## src/rtl/ifu_pkg.sv

```systemverilog
// Shared types and constants for the instruction fetch unit.
package ifu_pkg;

  typedef enum logic [1:0] {
    IDLE  = 2'd0,
    RUN   = 2'd1,
    FLUSH = 2'd2
  } ifu_state_t;

  localparam int unsigned INSTR_BYTES = 4;

  // Counters must reach FIFO_DEPTH itself, hence one bit more than the pointer.
  function automatic int unsigned cnt_width(input int unsigned depth);
    return $clog2(depth) + 1;
  endfunction

endpackage

```

## src/rtl/ifu_fifo.sv

```systemverilog
// Prefetch FIFO holding {pc, data} entries; flush empties it and wins over push/pop.
module ifu_fifo #(
  parameter int DEPTH = 4,
  parameter int WIDTH = 64,
  parameter int CW    = $clog2(DEPTH) + 1
) (
  input  logic             clk,
  input  logic             reset_n,
  input  logic             flush,
  input  logic             push,
  input  logic [WIDTH-1:0] push_data,
  input  logic             pop,
  output logic [WIDTH-1:0] head_data,
  output logic [CW-1:0]    count,
  output logic             full,
  output logic             empty
);

  localparam int AW = $clog2(DEPTH);

  logic [WIDTH-1:0] mem [DEPTH];
  logic [AW-1:0]    wr_ptr;
  logic [AW-1:0]    rd_ptr;
  logic             do_push;
  logic             do_pop;

  assign full    = (count == CW'(DEPTH));
  assign empty   = (count == '0);
  assign do_pop  = pop && !empty;
  // A full FIFO still accepts a push when the head leaves in the same cycle.
  assign do_push = push && (!full || do_pop);

  always_ff @(posedge clk or negedge reset_n) begin
    if (!reset_n) begin
      wr_ptr <= '0;
      rd_ptr <= '0;
      count  <= '0;
    end else if (flush) begin
      wr_ptr <= '0;
      rd_ptr <= '0;
      count  <= '0;
    end else begin
      if (do_push) wr_ptr <= wr_ptr + AW'(1);
      if (do_pop)  rd_ptr <= rd_ptr + AW'(1);
      count <= count + CW'(do_push) - CW'(do_pop);
    end
  end

  always_ff @(posedge clk) begin
    if (do_push && !flush) mem[wr_ptr] <= push_data;
  end

  assign head_data = empty ? '0 : mem[rd_ptr];

endmodule

```

## src/rtl/instr_fetch_unit.sv

```systemverilog
// Sequential instruction prefetcher: credit-limited imem requests, in-order
// responses into a prefetch FIFO, and redirect with discard of in-flight reads.
//
// state | meaning
// IDLE  | one cycle after reset release, no requests
// RUN   | issue while credits remain, push responses into the FIFO
// FLUSH | after redirect, drop responses until discard_cnt reaches 0
module instr_fetch_unit
  import ifu_pkg::*;
#(
  parameter logic [31:0] RESET_PC   = 32'h0000_0000,
  parameter int          FIFO_DEPTH = 4
) (
  input  logic        clk,
  input  logic        reset_n,
  input  logic        redirect,
  input  logic [31:0] redirect_pc,
  output logic        imem_req,
  output logic [31:0] imem_addr,
  input  logic        imem_gnt,
  input  logic        imem_rvalid,
  input  logic [31:0] imem_rdata,
  output logic        instr_valid,
  input  logic        instr_ready,
  output logic [31:0] instr_data,
  output logic [31:0] instr_pc
);

  localparam int          CW   = cnt_width(FIFO_DEPTH);
  localparam logic [31:0] STEP = 32'(INSTR_BYTES);

  ifu_state_t  state;
  logic [31:0] fetch_pc;
  logic [31:0] resp_pc;
  logic [CW-1:0] outstanding;
  logic [CW-1:0] discard_cnt;
  logic [CW-1:0] out_next;
  logic [CW-1:0] fifo_count;
  logic [CW:0]   credit_used;
  logic          issue;
  logic          resp;
  logic          fifo_push;
  logic          fifo_pop;
  logic          fifo_full;
  logic          fifo_empty;
  logic [63:0]   fifo_head;
  logic [31:0]   redirect_base;
  logic          unused_pc_bits;

  assign unused_pc_bits = &{1'b0, redirect_pc[1:0]};
  assign redirect_base  = {redirect_pc[31:2], 2'b00};

  // Every outstanding read owns a FIFO slot, so responses can never overflow.
  assign credit_used = {1'b0, outstanding} + {1'b0, fifo_count};
  assign imem_req    = (state == RUN) && (credit_used < (CW+1)'(FIFO_DEPTH));
  assign imem_addr   = fetch_pc;

  assign issue    = imem_req && imem_gnt;
  assign resp     = imem_rvalid && (outstanding != '0);
  assign out_next = outstanding + CW'(issue) - CW'(resp);

  assign fifo_push = resp && (state == RUN) && !redirect;
  assign fifo_pop  = instr_valid && instr_ready && !redirect;

  always_ff @(posedge clk or negedge reset_n) begin
    if (!reset_n) begin
      state       <= IDLE;
      fetch_pc    <= RESET_PC;
      resp_pc     <= RESET_PC;
      outstanding <= '0;
      discard_cnt <= '0;
    end else if (redirect) begin
      fetch_pc    <= redirect_base;
      resp_pc     <= redirect_base;
      outstanding <= out_next;
      discard_cnt <= out_next;
      state       <= (out_next != '0) ? FLUSH : RUN;
    end else begin
      outstanding <= out_next;
      if (issue) fetch_pc <= fetch_pc + STEP;
      case (state)
        IDLE: state <= RUN;
        RUN: begin
          if (resp) resp_pc <= resp_pc + STEP;
        end
        FLUSH: begin
          if (resp) begin
            discard_cnt <= discard_cnt - CW'(1);
            if (discard_cnt == CW'(1)) state <= RUN;
          end
        end
        default: state <= IDLE;
      endcase
    end
  end

  always_ff @(posedge clk) begin
    if (reset_n && fifo_push) assert (!fifo_full || fifo_pop);
  end

  ifu_fifo #(
    .DEPTH (FIFO_DEPTH),
    .WIDTH (64),
    .CW    (CW)
  ) u_fifo (
    .clk       (clk),
    .reset_n   (reset_n),
    .flush     (redirect),
    .push      (fifo_push),
    .push_data ({resp_pc, imem_rdata}),
    .pop       (fifo_pop),
    .head_data (fifo_head),
    .count     (fifo_count),
    .full      (fifo_full),
    .empty     (fifo_empty)
  );

  assign instr_valid = !fifo_empty;
  assign instr_pc    = fifo_head[63:32];
  assign instr_data  = fifo_head[31:0];

endmodule
```

## config.mk

```make
export PLATFORM = sky130hd
export DESIGN_NAME = instr_fetch_unit
export DESIGN_NICKNAME = d
export VERILOG_FILES = /design/src/rtl/ifu_pkg.sv /design/src/rtl/ifu_fifo.sv /design/src/rtl/instr_fetch_unit.sv
export SDC_FILE = /design/constraint.sdc
export NUM_CORES = 1
export LEC_CHECK = 0
export ABC_CLOCK_PERIOD_IN_PS = 3000
export CORE_MARGIN = 2
export CORE_UTILIZATION = 41
export DETAILED_ROUTE_END_ITERATION = 10
export PLACE_DENSITY = 0.75
export SYNTH_ARGS = -nofsm -noshare
export SYNTH_HDL_FRONTEND = slang
export SYNTH_SLANG_ARGS = --single-unit
```

## constraint.sdc

```tcl
create_clock -name clk -period 3 [get_ports clk]
set_input_delay 0.9 -clock clk [delete_from_list [all_inputs] [get_ports clk]]
set_output_delay 0.9 -clock clk [all_outputs]
set_load 0.1 [all_outputs]
```

==> results by group, run 1 <==
Status
  – Status: finished with violations
  – Failing checks: setup timing

Detailed routing
  – Wirelength per Cell: ~21 um
  – Starting DRT DRC Count: 737
  – DR vias: about 9,000
  – Drt drc: 0
  – Detailed Route WL: between 30,000 and 40,000 um
  – Drt pass-1 iters: 5
  – Antenna-violating nets left: 0
  – Vias/cell: roughly 5.7

Logic synthesis
  – Ys async rst share: between 20% and 30%
  – Mapped Cells: 936
  – EDFF count, synth: 248
  – Syn Area/Cell: 15.3 um^2
  – Synth Register Bits: about 320
  – Ys Warns: 0
  – Synth unique cells: 60
  – Mapped Area: around 14,000 um^2
  – Top FF cell, synth: edfxtp_1
  – Seq/Total Area, Yosys: roughly 65%

Clock tree
  – CTS clk-pin slew, worst paths: ~0.060 ns
  – CTS tree: yes
  – Cts hold-fix bufs: 0
  – Clock Sink Count: approximately 320
  – Maximum clock insertion buffer count: 3
  – Number of H-tree levels: 2
  – Latest clock arrival within the worst-skew pair: 0.51 ns
  – Inserted Clock Buffers: 34
  – Root Buffer: clkbuf_16

Final layout
  – Post-Layout Cell Count: 1,607
  – Layout area overhead: 30.9%
  – Layout cells sized above 1: between 20% and 30%
  – Most frequent cells in the layout: edfxtp_1, buf_12, dfrtp_1, clkdlybuf4s50_1, mux4_2
  – Ant. Diodes: 0
  – Nets: between 1,000 and 1,500
  – Most common cell after layout, fill and taps aside: edfxtp_1
  – FILL cells: around 2,700

Setup path
  – Critical Path Sink Type: output port
  – Worst Setup Path Type: flop to output port
  – CP max stage cell: mux4_2
  – Reg2reg setup slack: about 0.12 ns
  – CP endpoint: instr_pc[14]
  – Crit path arrival time: between 2 and 2.5 ns
  – Reg-to-reg startpoint: outstanding[1]
  – Crit path cell chain: buf_12, buf_8, mux4_2, and2_1, buf_12
  – Crit path max fanout: 6
  – Critical Path RT: 2.10 ns
  – Worst reg2reg endpoint: state[0]
  – Worst setup SP type: flop
  – CP peak stage delay: around 0.5 ns
  – Worst R2R Path Depth: 11
  – CP dominant cell by count: buf_12
  – CP startpoint: u_fifo.rd_ptr[0]

Timing
  – Worst slew pin tran: approximately 0.64 ns
  – Setup ws final: -0.0626 ns
  – Peak Freq: 0.327 GHz
  – Skew final: roughly 0.016 ns
  – Final min period: slightly above 3 ns
  – Worst Hold Slack: ~0.4 ns
  – Final Hold Vio Count: 0
  – RSZ-0062 raised after global routing: true
  – Final setup violation count: between 50 and 60
  – Relative slew slack: 57.0%
  – Count of pins over their slew limit: 0
  – Final period utilization: 102%
  – Setup TNS: -1.86 ns

Global routing
  – Grt peak-use layer: met2
  – Vias in the first global route: 8,973
  – Overflow after GRT: 0
  – Met2 Use GR: 29.2%
  – Met3 Resource Use GR: between 2 and 3%
  – Pin count of the biggest net entering global routing: 76
  – Tot GR Track Use: 18.0%
  – Initial antenna violation count: 0
  – GR Layer Usage met1: approximately a quarter
  – First-pass GRT wire length: between 50,000 and 60,000 um

Power and ir drop
  – Comb power frac: ~52%
  – Switch share: 41.4%
  – NetSw: ~0.0082 W
  – Clock power frac: 20.5%
  – Total power: between 0.015 and 0.02 W
  – Worst VDD drop: 0.863 mV
  – Pwr dens: approximately 1100 nW/um^2
  – Pint: ~0.012 W
  – Leakage Power: 6.51 nW
  – Sequential Power Share: roughly 28%

Floorplan
  – Die X: around 190 um
  – Area of the die: between 30,000 and 40,000 um^2
  – Cell Rows: 68
  – Initial Util: between 40% and 50%
  – Core area: 34,500 um^2
  – Chip height: ~190 um
  – I/O pins: roughly 170

Placed design
  – GP Congestion: roughly 0.83
  – # placed instances: between 1,500 and 2,000
  – IO buf count: 161
  – Post-DP HPWL: 21,200 um

Min path
  – Hold Path Class: primary input to asynchronous set/reset pin

Flow run
  – Max_cap viols: 0
## cell usage after synthesis (all sizes together) (18+ instances only)
cell / instances / area (um^2)
a311oi: 32 / 280
and2: 73 / 457
and4: 19 / 168
buf: 18 / 106
clkbuf: 46 / 213
dfrtp: 75 / 1880
edfxtp: 248 / 7450
inv: 19 / 71.3
mux4: 62 / 1400
nand2: 24 / 90.1
nand3: 23 / 125
nand4: 23 / 150
nor2: 40 / 150
nor3: 28 / 145
nor4: 30 / 194
## per-layer routing
metal  part of all wire (%)  vias up
met2                     47      431
met4                    1.5        0
li1                       -     4104
met1                     44     4613
met3                    7.4       43
met5                      0        -
## worst max-delay path: cells and delay by family (launching register included)
| family | cells | cell delay [ns] |
|---|---|---|
| flip-flops | 1 | 0.47 |
| multiplexers | 1 | 0.51 |
| buffers and inverters | 3 | 0.47 |
| AND/OR/NAND/NOR | 1 | 0.20 |
## per-stage QoR
step	setup WS (ns)	instance area (um^2)	utilization [%]
3_5_place_dp	-0.376	17200	50.0
5_1_grt	-0.114	18700	54.3
3_3_place_gp	-0.338	17200	50.0
6_report	-0.0626	18700	54.3
2_1_floorplan	0.0182	14300	-
4_1_cts	-0.0845	18500	53.6
## worst min path at each step
stage / start / to / cells past startpoint
finish: reset_n / imem_addr[28] / 2
global route: reset_n / imem_addr[28] / 2
CTS: reset_n / imem_addr[28] / 2
detailed placement: state[0] / state[0] / 2
global placement: resp_pc[31] / u_fifo.mem[2][63] / 0
floorplan: resp_pc[4] / u_fifo.mem[0][36] / 0
## state kept, by name, indices dropped and copies added (netlist names)
register / cells
outstanding: 3
resp_pc: 30
u_fifo.rd_ptr: 2
discard_cnt: 3
u_fifo.wr_ptr: 2
imem_addr: 30
u_fifo.mem: 248
state: 2
u_fifo.count: 3
## cell families (layout without fill, tap and decap cells)
group	count (synthesis)	in the layout	synth area share, %
DFF	323	323	65.2
adders and majority gates	16	16	1.51
muxes	70	70	10.4
AOI/OAI and AO/OA	106	106	5.71
and+or+nand+nor	322	322	13.4
buffers and inverters	83	296	2.73
other	1	4	0.0262
xor gates and xnor gates	15	15	1.02
## area by class of cell
| class | count | area (um^2) | share of cell area [%] |
|---|---|---|---|
| Sequential cell | 323 | 9330 | 49.8 |
| Multi-Input combinational cell | 533 | 4760 | 25.4 |
| Timing Repair Buffer | 217 | 2930 | 15.6 |
| Clock buffer | 50 | 942 | 5.03 |
| Tap cell | 455 | 569 | 3.04 |
| Clock inverter | 10 | 120 | 0.642 |
| Inverter | 19 | 71.3 | 0.381 |
## power by group through the flow
stage	Clock [W]	Sequential, W	Combinational, W
after floorplan	0	0.00578	0.00562
after global placement	0	0.00554	0.00916
after detailed placement	0	0.00557	0.00924
after CTS	0.00412	0.00544	0.00977
after global routing	0.00430	0.00549	0.0106
final	0.00404	0.00545	0.0102
## repair_timing
action | 4_1_cts | 5_1_grt
setup endpoints to repair | 63 | 64
endpoints found under the hold margin | 0 | 0
setup buffers | 4 | 1
gates resized for setup | 38 | 34
pin swaps | 5 | 23
gates cloned | 1 | 6
No activity file was read; power rests on OpenSTA's default activity.
==> run 2, diff against run 1 <==
SLEW_MARGIN = 20   (was not set)
==> results of run 2 <==
Final layout, timing and power as in run 1 (identical DEF).
